===== src/rtl/dmem_arbiter.sv =====
// Two-port round-robin arbiter and sequencer in front of a single-port data memory.
// Runs one transaction at a time: IDLE (grant) -> ACCESS (drive memory) -> DONE (ack).
module dmem_arbiter #(
    parameter int unsigned AW       = 32,
    parameter int unsigned DW       = 32,
    parameter int unsigned READ_LAT = 1
) (
    input  logic          clk_i,
    input  logic          rst_ni,
    input  logic          m0_req_i,
    input  logic          m0_we_i,
    input  logic [AW-1:0] m0_addr_i,
    input  logic [DW-1:0] m0_wdata_i,
    output logic          m0_ack_o,
    output logic [DW-1:0] m0_rdata_o,
    input  logic          m1_req_i,
    input  logic          m1_we_i,
    input  logic [AW-1:0] m1_addr_i,
    input  logic [DW-1:0] m1_wdata_i,
    output logic          m1_ack_o,
    output logic [DW-1:0] m1_rdata_o,
    output logic [AW-1:0] mem_address_o,
    output logic [DW-1:0] mem_write_data_o,
    output logic          mem_write_o,
    output logic          mem_read_o,
    input  logic [DW-1:0] mem_read_data_i,
    output logic          busy_o,
    output logic          gnt_o
);

    typedef enum logic [1:0] {StIdle, StAccess, StDone} state_e;

    localparam logic [3:0] CntInit = 4'(READ_LAT - 1);

    state_e        state_q, state_d;
    logic          sel_q, sel_d;
    logic          we_q, we_d;
    logic          last_grant_q, last_grant_d;
    logic [AW-1:0] addr_q, addr_d;
    logic [DW-1:0] wdata_q, wdata_d;
    logic [DW-1:0] rdata_q, rdata_d;
    logic [DW-1:0] m0_rdata_q, m0_rdata_d;
    logic [DW-1:0] m1_rdata_q, m1_rdata_d;
    logic [3:0]    cnt_q, cnt_d;
    logic          pick;
    logic          in_done;

    // On a tie the port that did not win last time takes the grant.
    assign pick = (m0_req_i && m1_req_i) ? ~last_grant_q : m1_req_i;

    always_comb begin
        state_d      = state_q;
        sel_d        = sel_q;
        we_d         = we_q;
        addr_d       = addr_q;
        wdata_d      = wdata_q;
        cnt_d        = cnt_q;
        rdata_d      = rdata_q;
        last_grant_d = last_grant_q;
        m0_rdata_d   = m0_rdata_q;
        m1_rdata_d   = m1_rdata_q;
        unique case (state_q)
            StIdle: begin
                if (m0_req_i || m1_req_i) begin
                    sel_d   = pick;
                    we_d    = pick ? m1_we_i : m0_we_i;
                    addr_d  = pick ? m1_addr_i : m0_addr_i;
                    wdata_d = pick ? m1_wdata_i : m0_wdata_i;
                    cnt_d   = CntInit;
                    state_d = StAccess;
                end
            end
            StAccess: begin
                if (we_q || cnt_q == 4'd0) begin
                    rdata_d = we_q ? '0 : mem_read_data_i;
                    state_d = StDone;
                end else begin
                    cnt_d = cnt_q - 4'd1;
                end
            end
            StDone: begin
                last_grant_d = sel_q;
                if (sel_q) begin
                    m1_rdata_d = rdata_q;
                end else begin
                    m0_rdata_d = rdata_q;
                end
                state_d = StIdle;
            end
            default: state_d = StIdle;
        endcase
    end

    always_ff @(posedge clk_i or negedge rst_ni) begin
        if (!rst_ni) begin
            state_q      <= StIdle;
            sel_q        <= 1'b0;
            we_q         <= 1'b0;
            last_grant_q <= 1'b1;
            addr_q       <= '0;
            wdata_q      <= '0;
            rdata_q      <= '0;
            m0_rdata_q   <= '0;
            m1_rdata_q   <= '0;
            cnt_q        <= '0;
        end else begin
            state_q      <= state_d;
            sel_q        <= sel_d;
            we_q         <= we_d;
            last_grant_q <= last_grant_d;
            addr_q       <= addr_d;
            wdata_q      <= wdata_d;
            rdata_q      <= rdata_d;
            m0_rdata_q   <= m0_rdata_d;
            m1_rdata_q   <= m1_rdata_d;
            cnt_q        <= cnt_d;
        end
    end

    // Memory strobes come straight from the state so a reset drops them at once.
    always_comb begin
        mem_address_o    = '0;
        mem_write_data_o = '0;
        mem_write_o      = 1'b0;
        mem_read_o       = 1'b0;
        if (state_q == StAccess) begin
            mem_address_o    = addr_q;
            mem_write_data_o = we_q ? wdata_q : '0;
            mem_write_o      = we_q;
            mem_read_o       = ~we_q;
        end
    end

    assign in_done    = (state_q == StDone);
    assign m0_ack_o   = in_done & ~sel_q;
    assign m1_ack_o   = in_done & sel_q;
    assign m0_rdata_o = m0_ack_o ? rdata_q : m0_rdata_q;
    assign m1_rdata_o = m1_ack_o ? rdata_q : m1_rdata_q;
    assign busy_o     = (state_q != StIdle);
    assign gnt_o      = sel_q;

endmodule


===== config.mk =====
export PLATFORM = sky130hd
export DESIGN_NAME = dmem_arbiter
export DESIGN_NICKNAME = d
export VERILOG_FILES = /design/src/rtl/dmem_arbiter.sv
export SDC_FILE = /design/constraint.sdc
export NUM_CORES = 1
export LEC_CHECK = 0
export CAP_MARGIN = 30
export CORE_ASPECT_RATIO = 0.9
export CORE_MARGIN = 8
export CORE_UTILIZATION = 41
export CTS_CLUSTER_SIZE = 10
export DETAILED_ROUTE_END_ITERATION = 16
export PLACE_DENSITY = 0.74
export SYNTH_ARGS = -nofsm -noshare
export SYNTH_HDL_FRONTEND = slang
export SYNTH_SLANG_ARGS = --single-unit

===== constraint.sdc =====
create_clock -name clk_i -period 1.85 [get_ports clk_i]
set_input_delay 0.37 -clock clk_i [delete_from_list [all_inputs] [get_ports clk_i]]
set_output_delay 0.37 -clock clk_i [all_outputs]
set_load 0.02 [all_outputs]

# After elaboration in Yosys (flattened, before gate mapping)

Cells that the tools add are included.

Logic and storage cells: 52
Bits in latches: 0
Bits of input ports: 166
Flip-flop bits (word level): 169
Memories: 0
Bits in writable memories: 0
Output and inout port bits: 134
ROM bits: 0

Add/subtract/negate cells: 1
Mux-type cells: 18
Bitwise logic cells: 5
Eq/ne operators: 5
Shifts and indexed selects: 0
$mul: 0
Reduce and logical (&&, ||, !) cells: 13
Div/mod/pow operators: 0
Order comparisons: 0

Operator list:

| operator                                          | count |
|---|---|
| two-way mux 32 bit                                | 8 |
| AND reduction 2 bit                               | 5 |
| two-way mux 4 bit                                 | 2 |
| one-hot mux 4 bit (2 select lines)                | 1 |
| != test 2 bit (second input constant)             | 3 |
| zero test 4 bit                                   | 1 |
| two-way mux 1 bit                                 | 4 |
| two-way mux 2 bit                                 | 2 |
| one-hot mux 2 bit (2 select lines)                | 1 |
| nonzero test 2 bit                                | 2 |
| subtractor 4 x 1 -> 4 bit (second input constant) | 1 |
| inverter 1 bit                                    | 3 |
| AND reduction 3 bit                               | 1 |
| bitwise AND 1 bit                                 | 2 |
| == test 2 x 1 -> 1 bit (second input constant)    | 1 |
| == test 2 bit (second input constant)             | 1 |
| zero test 2 bit                                   | 1 |
| logical OR 1 bit                                  | 2 |
| logical AND 1 bit                                 | 1 |

# Longest topological paths before layout

Word-level depth: 4
Mapped depth: 7
Depth with buffers taken out: 6

# Least setup slack after synthesis

OpenSTA, ideal clock, no wires.

Kind: reg2out
Start: reg state_q[0]
End: out m0_rdata_o[22]
Arrival time: 1.465 ns
Buffers on the path: 1
Path slack: 0.015 ns
Data required time: 1.480 ns
Stages on the path, launching flop included: 5
Cells stage by stage: dfrtp_1 nand2b_1 nor2_1 buf_4 mux2_2

Word-level cells in the longest chain between the ends: 3

Ends and longest elaborated chain:

| what                     | line | text |
|---|---|---|
| start: declaration       | 35   | `state_e state_q, state_d;` |
| start signal: assignment | 96   | `state_q <= StIdle;` |
| start signal: assignment | 107  | `state_q <= state_d;` |
| == test 2 bit            | 134  | `assign in_done = (state_q == StDone);` |
| bitwise AND 1 bit        | 135  | `assign m0_ack_o = in_done & ~sel_q;` |
| net m0_ack_o             | 14   | `output logic m0_ack_o,` |
| two-way mux 32 bit       | 137  | `assign m0_rdata_o = m0_ack_o ? rdata_q : m0_rdata_q;` |
| end: declaration         | 15   | `output logic [DW-1:0] m0_rdata_o,` |

The timed path passes the listed nets, and every way through them passes these cells.

# Final worst setup path

Start: reg state_q[0]
End: out m0_rdata_o[17]

Word-level cells in the longest chain between the ends: 3

Ends and longest elaborated chain:

| what               | line |
|---|---|
| == test 2 bit      | 134 |
| bitwise AND 1 bit  | 135 |
| two-way mux 32 bit | 137 |

No other way between the ends.

==> out/qor_table.md <==
| Step | Quantity | Reported |
|:---|:---|:---|
| grt | Global routing usage on met1 | 26.6% |
| status | Violated checks | negative setup slack |
| power | Clock power frac | 17.0% |
| finish | Fraction of final layout cells sized beyond drive strength 1 | 41.0% |
| timing | Final Max Tran Viols | 0 |
| power | Pwr Total | 21.8 mW |
| logic synthesis | Synthesized Nets | 849 |
| routing | Aggregate routed wire length | 29500 um |
| critical path | Setup slack on the worst flop-to-flop path | -40 ps |
| logic synthesis | Syn Inst Count | 682 |
| critical path | Depth of the worst register-to-register path | 10 |
| finish | Number of nets in the finished design | 1243 |
| timing | Normalized max-slew margin | 64.7% |
| clock tree | TritonCTS clock tree | yes |
| logic synthesis | Synth cell types | 31 |
| place | HPWL reported at the end of detailed placement | 17200 um |
| grt | Number of global-route vias before repair | 6915 |
| grt | Grt met2 use | 39.3% |
| grt | Global-route layer with the greatest usage | met2 |
| clock tree | Clock root buffer | sky130_fd_sc_hd__clkbuf_16 |
| grt | Initial antenna violation count | 0 |
| logic synthesis | Post-Syn Area | 7380 um^2 |
| grt | Met3 global-route usage | 7.49% |
| finish | Layout Area Growth over Synthesis | 79.4% |
| power | Power density over the cells | 1650 nW/um^2 |
| power | Worst IR drop on VDD | 0.000953 V |
| floorplanning | Die X-Extent | 157 um |
| floorplanning | Overall die height | 143 um |
| critical path | Crit path launch type | flip-flop |
| clock tree | Number of CTS-inserted buffers | 17 |
| logic synthesis | Post-synth EDFFs | 0 |
| routing | Via/cell ratio | 5.09 |
| logic synthesis | Cell types with the highest counts after synthesis | sky130_fd_sc_hd__dfrtp_1, sky130_fd_sc_hd__nand2_1, sky130_fd_sc_hd__mux2i_1 |
| logic synthesis | Async set-or-reset flop fraction in the synthesized netlist | 100% |
| critical path | R2R Path End | rdata_q[1] |
| power | Combinational share of power | 54.1% |
| timing | Period minus WS final | 2360 ps |
| logic synthesis | Area fraction of the dominant cell type after synthesis | 57.0% |
| clock tree | Count of H-tree levels built during CTS | 4 |
| timing | Tcrit/Tclk final | 127% |
| timing | Final Setup Violations | 146 |
| critical path | FF-to-FF Start | state_q[1] |
| logic synthesis | Synth top area cells | sky130_fd_sc_hd__dfrtp_1, sky130_fd_sc_hd__mux2i_1, sky130_fd_sc_hd__nand2_1, sky130_fd_sc_hd__mux2_2, sky130_fd_sc_hd__a22o_1 |
| logic synthesis | Yosys reg bits | 169 |
| routing | Number of nets with antenna violations after detailed routing | 0 |
| floorplanning | Standard-cell rows | 46 |
| routing | Routed wirelength normalized by instance count | 22.2 um |
| critical path | Worst path arrival time | 1990 ps |
| logic synthesis | Synthesized area divided by synthesized cell count | 10.8 um^2 |
| clock tree | Clk sink count | 169 |
| grt | Pin count of the biggest net entering global routing | 48 |
| timing | Number of hold-slack violations in the final timing report | 0 |
| critical path | Maximum net fanout on the critical path | 10 |
| timing | Slew at the pin closest to its max-slew limit | 530 ps |
| power | Internal power | 13.4 mW |
| worst hold path | Classification of the worst-slack hold path | primary input to async pin |
| logic synthesis | Ys flop type | sky130_fd_sc_hd__dfrtp_1 |
| finish | Antenna fix cells | 0 |
| clock tree | Clock transition at the registers of the reported paths | 90 ps |
| logic synthesis | Sequential element share of the synthesized area | 57.4% |
| grt | Global-route wire length before repair | 39300 um |
| floorplanning | Starting density of the core | 41.9% |
| place | Count of port buffers added during placement | 299 |
| logic synthesis | Cell accounting for the most synthesized area | sky130_fd_sc_hd__dfrtp_1 |
| timing | RSZ-0062 raised after global routing | yes |
| critical path | Endpoint required time on the critical path | 1480 ps |
| status | Status | complete, but fails checks |
| routing | Initial drt markers | 418 |
| power | Switching power summed over all nets | 8.46 mW |
| floorplanning | Area of the die | 22500 um^2 |
| power | Static power due to leakage | 6.44 nW |
| floorplanning | Area of the core | 17600 um^2 |
| flow run | Maxcap violations | 0 |
| critical path | Type of the setup path with the least slack | flip-flop to primary output |
| timing | Minimum hold slack | 460 ps |
| critical path | Endpoint kind of the worst setup timing path | primary output |
| grt | Global-route total usage across every layer | 22.7% |
| routing | Overall via count from detail_route | 6765 |
| timing | Highest clock rate | 424 MHz |
| routing | DRC | 0 |
| floorplanning | IO Count | 300 |
| timing | Fin Clk Skew | 21.1 ps |
| clock tree | Source-to-sink clock delay at the later pin of the worst-skew pair | 450 ps |
| finish | Fraction of the core area covered by cells at the end of the flow | 75.1% |
| grt | Global route overflow | 0 |
| power | Portion of total power attributed to sequential cells | 28.9% |
| logic synthesis | Warnings from Yosys | 0 |
| place | Routability Congestion | 0.800 |
| logic synthesis | Most common cell in the netlist | sky130_fd_sc_hd__dfrtp_1 |
| power | Sw Share | 38.8% |
| timing | Smallest setup slack after layout | -506 ps |
| routing | Number of iterations in the first detailed-routing pass | 4 |
| clock tree | Largest buffer count on any clock path | 2 |
layout by cell type (no fill, tap or decap), types with 3 or more instances in the layout:
cell and instances:
sky130_fd_sc_hd__mux2_4 20, sky130_fd_sc_hd__buf_8 5, sky130_fd_sc_hd__inv_6 4, sky130_fd_sc_hd__inv_1 4, sky130_fd_sc_hd__and3_1 13, sky130_fd_sc_hd__nand2_1 92, sky130_fd_sc_hd__a22o_1 31, sky130_fd_sc_hd__mux2_2 12
sky130_fd_sc_hd__and2_4 17, sky130_fd_sc_hd__clkbuf_16 23, sky130_fd_sc_hd__nand2_4 32, sky130_fd_sc_hd__mux2i_1 65, sky130_fd_sc_hd__o21ai_1 38, sky130_fd_sc_hd__buf_4 82, sky130_fd_sc_hd__buf_16 3, sky130_fd_sc_hd__nand2_2 43
sky130_fd_sc_hd__o21ai_0 30, sky130_fd_sc_hd__nand3_1 6, sky130_fd_sc_hd__dfrtp_1 168, sky130_fd_sc_hd__buf_6 136, sky130_fd_sc_hd__buf_12 24, sky130_fd_sc_hd__and3_4 19, sky130_fd_sc_hd__and2_1 17, sky130_fd_sc_hd__nor2_1 3
sky130_fd_sc_hd__clkdlybuf4s50_1 164
critical path, stage by stage, from the launching register on:
cell and delay (ps):
sky130_fd_sc_hd__dfrtp_1 400, sky130_fd_sc_hd__nand2b_4 160, sky130_fd_sc_hd__nor2_4 140, sky130_fd_sc_hd__buf_12 140
sky130_fd_sc_hd__buf_12 150, sky130_fd_sc_hd__mux2_2 390, sky130_fd_sc_hd__buf_4 170
worst max-delay path by stage:
stage | startpoint | endpoint | cells after the start
after floorplan | state_q[0] | m0_rdata_o[22] | 4
final | state_q[0] | m0_rdata_o[17] | 6
after detailed placement | state_q[0] | m0_rdata_o[16] | 5
after CTS | state_q[0] | m0_rdata_o[6] | 6
after global placement | state_q[1] | mem_write_data_o[20] | 5
after global routing | state_q[0] | m1_rdata_o[16] | 8
power by group through the flow:
stage               sequential (mW)  combinational (mW)  clock, mW
global placement               5.98                8.92          0
CTS                            6.04                10.1       3.70
floorplan                      5.82                4.89          0
finish                         6.30                11.8       3.72
detailed placement             6.06                9.07          0
global route                   6.44                12.5       3.91
repair_timing:
item,4_1_cts,5_1_grt
setup endpoints to repair,134,162
hold endpoints to repair,42,0
hold buffers,1,0
buffers inserted,26,30
cloned,6,8
pin swaps,6,49
gates resized for setup,761,239
logic make-up after synthesis:
| family | synth area share, % |
|---|---|
| and+or+nand+nor | 15.9 |
| DFF | 57.4 |
| muxes | 13.7 |
| AOI/OAI and AO/OA | 8.86 |
| adders and majority gates | 0.170 |
| buffers and inverters | 4.05 |
area by class of cell:
class	instances	area (um^2)
Tap cell	240	300
Clock buffer	18	439
Sequential cell	169	4230
Clock inverter	14	160
Inverter	6	25.0
Fill cell	1138	4380
Timing Repair Buffer	424	4610
Multi-Input combinational cell	458	3460
stage by stage:
step	TNS [ps]	setup WS, ps	instance area, um^2	instances
after CTS	-47430	-508	12300	1295
final	-48090	-506	13200	1329
after global placement	-33730	-331	11100	1230
after floorplan	0	15.5	7380	682
after detailed placement	-35290	-343	11100	1230
after global routing	-55730	-554	13200	1329
sequential cells by signal, summed over array words and instances, names as in the netlist:
signal	flops
state_q	2
gnt_o	1
m0_rdata_q	32
m1_rdata_q	32
rdata_q	32
addr_q	32
wdata_q	32
last_grant_q	1
cnt_q	4
we_q	1
layer usage:
layer | part of all wire [%] | vias to the layer above | wire (um)
li1 | - | 3103 | -
met5 | 0 | - | 0
met1 | 37 | 3292 | 10900
met4 | 3.4 | 0 | 990
met2 | 51 | 312 | 15200
met3 | 8.2 | 58 | 2410
(Power assumes the default switching activity.)
